`config.mk`:
```
export PLATFORM = sky130hd
export DESIGN_NAME = rx_frame_sequencer
export DESIGN_NICKNAME = d
export VERILOG_FILES = /design/src/rtl/rx_frame_sequencer.sv
export SDC_FILE = /design/constraint.sdc
export NUM_CORES = 1
export LEC_CHECK = 0
export CAP_MARGIN = 20
export CELL_PAD_IN_SITES_DETAIL_PLACEMENT = 0
export CELL_PAD_IN_SITES_GLOBAL_PLACEMENT = 1
export CORE_ASPECT_RATIO = 1.1
export CORE_MARGIN = 3
export CORE_UTILIZATION = 39
export CTS_CLUSTER_SIZE = 14
export DETAILED_ROUTE_END_ITERATION = 8
export PLACE_DENSITY = 0.73
export SLEW_MARGIN = 20
export SYNTH_ARGS = -nofsm -noshare
export SYNTH_HDL_FRONTEND = slang
export SYNTH_SLANG_ARGS = --single-unit
export TNS_END_PERCENT = 5
```
`constraint.sdc`:
```
create_clock -name Clk -period 2.6 [get_ports Clk]
set_clock_uncertainty 0.2 [all_clocks]
set_input_delay 0.52 -clock Clk [delete_from_list [all_inputs] [get_ports Clk]]
set_output_delay 0.52 -clock Clk [all_outputs]
set_load 0.005 [all_outputs]
```
`src/rtl/rx_frame_sequencer.sv`:
```
// rx_frame_sequencer: serial receive-frame sequencer.
// Finds a run of PREAMBLE_LEN ones, decodes and validates the 24-bit SIGNAL
// field, loads the descrambler seed from the first 7 SERVICE bits, streams
// 8*Length descrambled payload bits to Out and consumes the 6-bit TAIL.
// Optional build macro: RX_SIGNAL_TAIL_CHECK_EN -- when defined, a SIGNAL
// field whose tail bits 18-23 are not all zero is rejected as well.
module rx_frame_sequencer #(
  parameter int PREAMBLE_LEN = 12,
  parameter int MAX_LEN      = 4095
) (
  input  logic        Clk,
  input  logic        Reset,
  input  logic        En,
  input  logic        Data,
  input  logic        Data_valid,
  input  logic        Descr_data,
  output logic        Descr_en,
  output logic        Descr_load,
  output logic [6:0]  Descr_seed,
  output logic        Out,
  output logic        Out_valid,
  output logic [3:0]  Rate,
  output logic [11:0] Length,
  output logic        Signal_err,
  output logic        Frame_done,
  output logic        Busy
);

  localparam int RUN_W = $clog2(PREAMBLE_LEN + 1);

  typedef enum logic [2:0] {
    S_IDLE, S_PREAMBLE, S_SIGNAL, S_SERVICE, S_PAYLOAD, S_TAIL
  } state_t;

  state_t           state, state_nxt;
  logic [RUN_W-1:0] run_cnt;
  logic [14:0]      bit_cnt;
  logic [23:0]      sig_sr;
  logic [6:0]       seed_r;
  logic [3:0]       rate_r;
  logic [11:0]      length_r;
  logic             out_p1;
  logic             vld_p1;
  logic             sig_err_r;
  logic             frame_done_r;

  logic             adv;
  logic [23:0]      sig_word;
  logic             preamble_hit;
  logic             sig_last;
  logic             sig_pass;
  logic             svc_last;
  logic             pay_last;
  logic             tail_last;
  logic [14:0]      pay_end;

  // SIGNAL acceptance: even parity over bits 0-17, reserved clear, RATE bit 3
  // set, LENGTH within 1..MAX_LEN (and tail clear when the check is built in).
  function automatic logic sig_ok(input logic [23:0] f);
    logic ok;
    ok = 1'b1;
    if (^f[17:0])                             ok = 1'b0;
    if (f[4])                                 ok = 1'b0;
    if (!f[3])                                ok = 1'b0;
    if (f[16:5] == 12'd0)                     ok = 1'b0;
    if ({20'd0, f[16:5]} > 32'(MAX_LEN))      ok = 1'b0;
`ifdef RX_SIGNAL_TAIL_CHECK_EN
    if (f[23:18] != 6'd0)                     ok = 1'b0;
`else
`endif
    return ok;
  endfunction

  assign adv          = En & Data_valid;
  assign sig_word     = {Data, sig_sr[23:1]};
  assign preamble_hit = Data && (run_cnt == RUN_W'(PREAMBLE_LEN - 1));
  assign sig_last     = (bit_cnt == 15'd23);
  assign sig_pass     = sig_ok(sig_word);
  assign svc_last     = (bit_cnt == 15'd15);
  assign pay_end      = {length_r, 3'b000} - 15'd1;
  assign pay_last     = (bit_cnt == pay_end);
  assign tail_last    = (bit_cnt == 15'd5);

  // State register.
  always_ff @(posedge Clk) begin
    if (Reset) state <= S_IDLE;
    else       state <= state_nxt;
  end

  // Next-state logic: advance only on valid input bits; En low forces IDLE.
  always_comb begin
    state_nxt = state;
    if (!En) begin
      state_nxt = S_IDLE;
    end else if (Data_valid) begin
      case (state)
        S_IDLE:     state_nxt = S_PREAMBLE;
        S_PREAMBLE: if (preamble_hit) state_nxt = S_SIGNAL;
        S_SIGNAL:   if (sig_last) state_nxt = sig_pass ? S_SERVICE : S_PREAMBLE;
        S_SERVICE:  if (svc_last) state_nxt = S_PAYLOAD;
        S_PAYLOAD:  if (pay_last) state_nxt = S_TAIL;
        S_TAIL:     if (tail_last) state_nxt = S_IDLE;
        default:    state_nxt = S_IDLE;
      endcase
    end
  end

  // Counters, field capture and registered pulses / payload output.
  always_ff @(posedge Clk) begin
    if (Reset) begin
      run_cnt      <= '0;
      bit_cnt      <= '0;
      sig_sr       <= '0;
      seed_r       <= '0;
      rate_r       <= '0;
      length_r     <= '0;
      out_p1       <= 1'b0;
      vld_p1       <= 1'b0;
      sig_err_r    <= 1'b0;
      frame_done_r <= 1'b0;
    end else begin
      sig_err_r    <= 1'b0;
      frame_done_r <= 1'b0;
      out_p1       <= 1'b0;
      vld_p1       <= 1'b0;
      if (!En) begin
        run_cnt <= '0;
        bit_cnt <= '0;
      end else if (Data_valid) begin
        case (state)
          S_IDLE: begin
            run_cnt <= '0;
            bit_cnt <= '0;
          end
          S_PREAMBLE: begin
            bit_cnt <= '0;
            if (preamble_hit) run_cnt <= '0;
            else if (Data)    run_cnt <= run_cnt + RUN_W'(1);
            else              run_cnt <= '0;
          end
          S_SIGNAL: begin
            sig_sr <= sig_word;
            if (sig_last) begin
              bit_cnt <= '0;
              if (sig_pass) begin
                rate_r   <= sig_word[3:0];
                length_r <= sig_word[16:5];
              end else begin
                sig_err_r <= 1'b1;
              end
            end else begin
              bit_cnt <= bit_cnt + 15'd1;
            end
          end
          S_SERVICE: begin
            if (bit_cnt < 15'd7) seed_r <= {Data, seed_r[6:1]};
            bit_cnt <= svc_last ? 15'd0 : bit_cnt + 15'd1;
          end
          S_PAYLOAD: begin
            // Stage p1: one-cycle registered payload bit
            out_p1  <= Descr_data;
            vld_p1  <= 1'b1;
            bit_cnt <= pay_last ? 15'd0 : bit_cnt + 15'd1;
          end
          S_TAIL: begin
            if (tail_last) begin
              frame_done_r <= 1'b1;
              bit_cnt      <= '0;
            end else begin
              bit_cnt <= bit_cnt + 15'd1;
            end
          end
          default: bit_cnt <= '0;
        endcase
      end
    end
  end

  // Output decode: descrambler strobes are same-cycle with the input bit.
  always_comb begin
    Busy       = (state != S_IDLE);
    Descr_load = adv && (state == S_SERVICE) && (bit_cnt == 15'd6);
    Descr_en   = adv && (((state == S_SERVICE) && (bit_cnt >= 15'd7)) ||
                         (state == S_PAYLOAD));
    Descr_seed = Descr_load ? {Data, seed_r[6:1]} : seed_r;
    Out        = out_p1;
    Out_valid  = vld_p1;
    Rate       = rate_r;
    Length     = length_r;
    Signal_err = sig_err_r;
    Frame_done = frame_done_r;
  end

endmodule

```
==> results of run 1 <==
registers in the layout (all words and copies together), names as in the netlist:
name        count
seed_r          7
state           3
Out_valid       1
Rate            4
run_cnt         4
Out             1
sig_sr         23
Frame_done      1
Length         12
bit_cnt        15
Signal_err      1
final cells by class:
| cell class | count | area, µm² | share of cell area (%) |
|---|---|---|---|
| clock inverter | 7 | 70.1 | 1.39 |
| inverter | 13 | 48.8 | 0.965 |
| timing repair buffer | 110 | 921 | 18.2 |
| multi-input combinational | 363 | 2300 | 45.5 |
| sequential | 72 | 1450 | 28.6 |
| clock buffer | 9 | 124 | 2.45 |
| tap | 117 | 146 | 2.90 |
cell usage in the layout, fill, tap and decap left out, drive strengths merged, types with 12 or more instances in the layout:
cell type / count
and3: 12
buf: 80
inv: 14
clkdlybuf4s50: 26
mux2i: 25
a21oi: 27
nor4: 14
o21ai: 14
nand2: 97
nor2: 51
xnor2: 27
clkbuf: 12
dfxtp: 72
xor2: 15
kinds of logic after synthesis:
| family | count (synthesis) | synth area share, % |
|---|---|---|
| simple gates | 225 | 28.1 |
| xor+xnor | 43 | 10.2 |
| mux | 25 | 6.56 |
| flops | 72 | 37.8 |
| compound gates | 65 | 11.1 |
| fa+ha+maj | 5 | 1.64 |
| buf+inv | 37 | 4.52 |
worst min-delay path, delay by kind of cell, from the launching register on:
| family | cells | cell delay, ns |
|---|---|---|
| flip-flops | 1 | 0.32 |
| buffers and inverters | 1 | 0.05 |
| AO/OA/AOI/OAI | 1 | 0.04 |
metrics by stage:
step,utilization (%),worst slack [ns]
finish,53.5,-0.346
global route,53.5,-0.422
CTS,53.2,-0.345
detailed placement,50.2,-0.407
global placement,50.2,-0.393
floorplan,-,-0.0763
per-layer routing:
metal	vias up	GRT usage (%)
met5	-	0
met4	0	6.06
met3	13	3.43
met2	48	32.6
met1	1624	23.1
li1	1809	-
timing repair:
action	in CTS	in global routing
setup buffers	7	0
endpoints found under the setup margin	27	29
pin swaps	22	1
resized for setup	52	13
final timing paths:
path                                  from            end  slack (ns)  cells past startpoint
worst max-delay path            bit_cnt[5]  Descr_seed[4]       -0.35                      8
worst min-delay path               Rate[3]        Rate[3]        0.25                      2
worst max register to register  bit_cnt[5]    bit_cnt[13]       -0.23                      9
worst min register to register     Rate[3]        Rate[3]        0.25                      2
where the power goes:
| group | leakage [nW] | switching (mW) | internal [mW] |
|---|---|---|---|
| Sequential | 0.581 | 0.00137 | 1.10 |
| Clock | 0.0994 | 0.455 | 0.443 |
| Combinational | 1.48 | 0.0506 | 0.0408 |
==> summary.md, run 1 <==
| Metric | Value |
|---|---|
| Outcome | complete, but fails checks |
| Failing checks | setup timing |
| Post-synthesis register bit count | 72 |
| Slew Viols, Final | 0 |
| Filler cells | 929 |
| DP Wirelength | 7110 µm |
| Worst Path Required | 1.88 ns |
| CTS Sinks | 72 |
| Gr usage total | 18.7% |
| Bufs and invs on worst path | 3 |
| Area share of the largest cell type after synthesis | 37.8% |
| First-pass GRT wire length | 16500 µm |
| Worst hold path class | reg2reg |
| Fmax | 0.339 GHz |
| GP Congestion | 0.859 |
| Ratio of total power to cell area | 414 nW/µm² |
| Mapped cell area | 3820 µm² |
| WL met3 | 233 µm |
| Io pins | 36 |
| Drt pass-1 iters | 4 |
| Final cycle utilization of the critical path | 113% |
| H-tree level count | 3 |
| Area of the core | 9440 µm² |
| Cells after DPL | 668 |
| Congestion Overflow GR | 0 |
| Worst EP arrival | 2.23 ns |
| Pwr Total | 2.09 mW |
| Post-DR vias/cell | 5.06 |
| Synth Flop Type | dfxtp_1 |
| Crit path capture type | output pin |
| Post-route ant nets | 0 |
| Syn nets | 483 |
| Placed inst area | 4740 µm² |
| Antenna violations before repair | 0 |
| Final setup vio count | 27 |
| Worst slew margin | 68.2% |
| Leading area contributor after synthesis | dfxtp_1 |
| Max FO, Critical Path | 6 |
| Vias in the first global route | 3440 |
| Synth cell types | 48 |
| Mapped Cells | 472 |
| Site row count | 37 |
| VDD IR-drop max | 0.000396 V |
| Seq/Total Area, Yosys | 37.8% |
| Number of CTS-inserted buffers | 9 |
| Via count | 3494 |
| Die Y-Extent | 110 µm |
| Antenna cells | 0 |
| Top cells by area, synth | dfxtp_1, nand2_1, mux2i_1 |
| # DRC | 0 |
| TritonCTS clock tree | built |
| Sum of negative setup slack | -5.63 ns |
| Clk_lat worst skew | 0.35 ns |
| Post-route cell area | 5050 µm² |
| Area Growth Syn to Fin | 32.5% |
| Top cells by count, synth | nand2_1, dfxtp_1, nor2_1, a21oi_1, xnor2_1 |
| DR top layer | met4 |
| Die area | 11000 µm² |
| Maximum root-to-sink buffer count | 2 |
| FFs w/ async S/R, synth | 0% |
| Root Driver | clkbuf_8 |
| Min Hold Slack | 0.250 ns |
| DR WL/cell | 14.1 µm |
| Min cycle time layout | 2.95 ns |
| Post-synth EDFFs | 0 |
| Starting DRT DRC Count | 118 |
| Setup CP Type | reg2out |
| Largest net degree at the start of global routing | 48 |
| Layout cells sized above 1 | 23.5% |
| Final nets | 580 |
| WL final | 9770 µm |
| CP max-delay cell | or4_4 |
| Mean post-synth cell area | 8.09 µm² |
| CTS clk-pin slew, worst paths | 0.08 ns |
| Die width | 100 µm |
| CP top delay family | simple AND/OR/NAND/NOR gates |
| Met2 wire length | 4910 µm |
| Final worst slack | -0.346 ns |
| RSZ-0062 raised after global routing | yes |
| Cells along the critical path | or4_4 -> nor4_4 -> nand4_1 -> buf_6 -> buf_6 -> nand2_2 -> nand2_2 -> buf_2 |
| Max-cap violations | 0 |
| Crit-path max cell delay | 0.54 ns |
| Final Hold Vio Count | 0 |
| Worst setup SP type | flip-flop |
| M1 WL | 4500 µm |
| Leak Pwr | 2.16 nW |
| Yosys warns | 0 |
| Hold buffers post-CTS | 0 |
| Port Buf Inserts | 35 |
| Most frequent cell after synthesis | nand2_1 |
| Finished Layout Cells | 691 |
| Worst Max-Slew Pin Slew | 0.472 ns |
| Initial Util | 40.4% |
No activity file was read; power rests on OpenSTA's default activity.
==> run 2, diff against run 1 <==
Settings changed: SLEW_MARGIN 20 to 40.
==> results of run 2 <==
No change in the layout: final DEF, timing and power equal those of run 1.
==> run 3, diff against run 2 <==
Settings changed: CORE_UTILIZATION 39 to 28, CTS_CLUSTER_DIAMETER set to 200, PLACE_DENSITY 0.73 to 0.55.
==> summary.md, run 3 (synthesized netlist as in run 1, its figures left out) <==
| Metric | Value |
|---|---|
| Hold buffers post-CTS | 0 (unchanged) |
| Antenna cells | 0 (unchanged) |
| Sum of negative setup slack | -3.66 ns (+1.97 ns) |
| H-tree level count | 3 (unchanged) |
| Cells after DPL | 736 (+10%) |
| First-pass GRT wire length | 17600 µm (+7.0%) |
| Worst Path Required | 1.88 ns (about the same) |
| Outcome | complete, but fails checks |
| Clk_lat worst skew | 0.33 ns (-0.02 ns) |
| Top cell by count, worst path | buf_6 |
| Biggest register | sig_sr |
| Pwr Total | 2.41 mW (+15%) |
| Die width | 117 µm (+17%) |
| Die Y-Extent | 128 µm (+17%) |
| Worst setup SP type | flip-flop |
| Io pins | 36 (unchanged) |
| VDD IR-drop max | 0.000300 V (-24%) |
| Port Buf Inserts | 35 (unchanged) |
| Layout cells sized above 1 | 22.6% (-0.91 points) |
| Final worst slack | -0.380 ns (-0.0336 ns) |
| Final setup vio count | 25 (-7.4%) |
| Commonest non-fill, non-tap cell in the layout | nand2_1 |
| Filler cells | 1361 (+47%) |
| CP Launch Point | bit_cnt[10] |
| R2R depth | 9 (unchanged) |
| Fmax | 0.336 GHz (-1.1%) |
| Die area | 15100 µm² (+37%) |
| Finished Layout Cells | 759 (+9.8%) |
| Maximum root-to-sink buffer count | 2 (unchanged) |
| Gr usage total | 14.5% (-4.2 points) |
| Worst slew margin | 67.2% (-1.0 points) |
| Leak Pwr | 2.22 nW (+2.8%) |
| R2R Path End | state[0] |
| Via count | 3517 (+0.66%) |
| Vias in the first global route | 3477 (+1.1%) |
| Crit path capture type | output pin |
| Starting DRT DRC Count | 136 (+15%) |
| Area Growth Syn to Fin | 37.0% |
| Final Hold Vio Count | 0 (unchanged) |
| Min cycle time layout | 2.98 ns (+0.0336 ns) |
| Final Util | 39.4% (-14 points) |
| Drt pass-1 iters | 4 (unchanged) |
| Max reg flops | 23 (unchanged) |
| Storage element area | 1450 µm² (unchanged) |
| GP Congestion | 0.821 (-4.4%) |
| TritonCTS clock tree | built |
| R2r startpoint | bit_cnt[10] |
| Antenna violations before repair | 0 (unchanged) |
| Site row count | 44 (+19%) |
| Max FO, Critical Path | 5 (-1) |
| Worst hold path class | reg2reg |
| Largest net degree at the start of global routing | 48 (unchanged) |
| Post-DR vias/cell | 4.63 (-8.4%) |
| CTS Sinks | 72 (unchanged) |
| Final cycle utilization of the critical path | 115% (+1.3 points) |
| Hold Startpoint | sig_sr[21] |
| Initial Util | 28.8% (-12 points) |
| Area of the core | 13300 µm² (+40%) |
| Cells along the critical path | or4_4 -> buf_6 -> nor4_4 -> nand4_1 -> buf_6 -> buf_6 -> nand2_2 -> nand2_1 -> buf_2 |
| Root Driver | clkbuf_16 |
| Dpl ws | -0.421 ns (-0.0144 ns) |
| CTS clk-pin slew, worst paths | 0.06 ns (-0.02 ns) |
| CP max-delay cell | or4_4 |
| RSZ-0062 raised after global routing | yes |
| Footprint of the multi-input gates | 2280 µm² (-0.76%) |
| Number of CTS-inserted buffers | 9 (unchanged) |
| Setup CP Type | reg2out |
| Congestion Overflow GR | 0 (unchanged) |
| Worst EP arrival | 2.26 ns (+0.03 ns) |
| Worst Max-Slew Pin Slew | 0.487 ns (+0.0152 ns) |
| # DRC | 0 (unchanged) |
| Critical Path End | Descr_seed[5] |
| Final nets | 582 (+0.34%) |
| Ratio of total power to cell area | 460 nW/µm² (+11%) |
| WL final | 10600 µm (+8.0%) |
| Post-route ant nets | 0 (unchanged) |
| DP Wirelength | 7870 µm (+11%) |
| Slew Viols, Final | 0 (unchanged) |
| DR WL/cell | 13.9 µm (-1.7%) |
| Failing checks | setup timing |
| Max-cap violations | 0 (unchanged) |
| Commonest cells after routing, fill and taps aside | nand2_1, buf_4, dfxtp_1 |
| Crit-path max cell delay | 0.56 ns (+0.02 ns) |
| Flop-to-flop setup slack | -0.12 ns (+0.11 ns) |
## run 3: cell types whose count changed in the layout (fill, tap and decap cells not counted), sizes merged
cell	before	now
clkdlybuf4s15	1	0
clkbuf	12	14
inv	14	13
buf	80	84
clkinv	4	1
## run 3: worst max-delay path, delay by kind of cell, from the launching register on
family,cells,cell delay (ns)
simple gates,5,1.06
flops,1,0.31
buf+inv,4,0.55
## run 3: worst min path at each step
stage | to | cells after the start | slack [ns]
finish | sig_sr[20] | 2 | 0.25
floorplan | sig_sr[19] | 2 | 0.23
detailed placement | sig_sr[21] | 2 | 0.25
CTS | sig_sr[20] | 2 | 0.26
global route | sig_sr[18] | 2 | 0.27
global placement | Rate[3] | 2 | 0.24
## run 3: cell type report
type	count	area share (%)
Clock inverter	3	0.814
Tap cell	184	4.40
Clock buffer	12	4.71
Timing Repair Buffer	112	17.9
Multi-Input combinational cell	363	43.6
Inverter	13	0.933
Sequential cell	72	27.6
## run 3: stage by stage
stage | hold WS, ns | instance area [µm²]
final | 0.251 | 5230
after global placement | 0.237 | 4830
after CTS | 0.257 | 5190
after detailed placement | 0.248 | 4830
after floorplan | 0.232 | 3830
after global routing | 0.273 | 5230
## run 3: repair_timing
item                       CTS  global route
setup buffers                7             1
setup endpoints to repair   27            27
resized for setup           48            13
pin swaps                    9             7
## run 3: metal layers
layer / track usage (%) / share of wire [%]
met1: 18.1 / 47
met2: 24.7 / 48
met3: 2.64 / 2.2
met4: 6.28 / 2.2
met5: 0 / 0
## run 3: report_power, final
part | switching, mW | total [mW] | internal, mW
clock network | 0.449 | 1.21 | 0.762
logic | 0.0495 | 0.0878 | 0.0384
registers | 0.00272 | 1.11 | 1.11
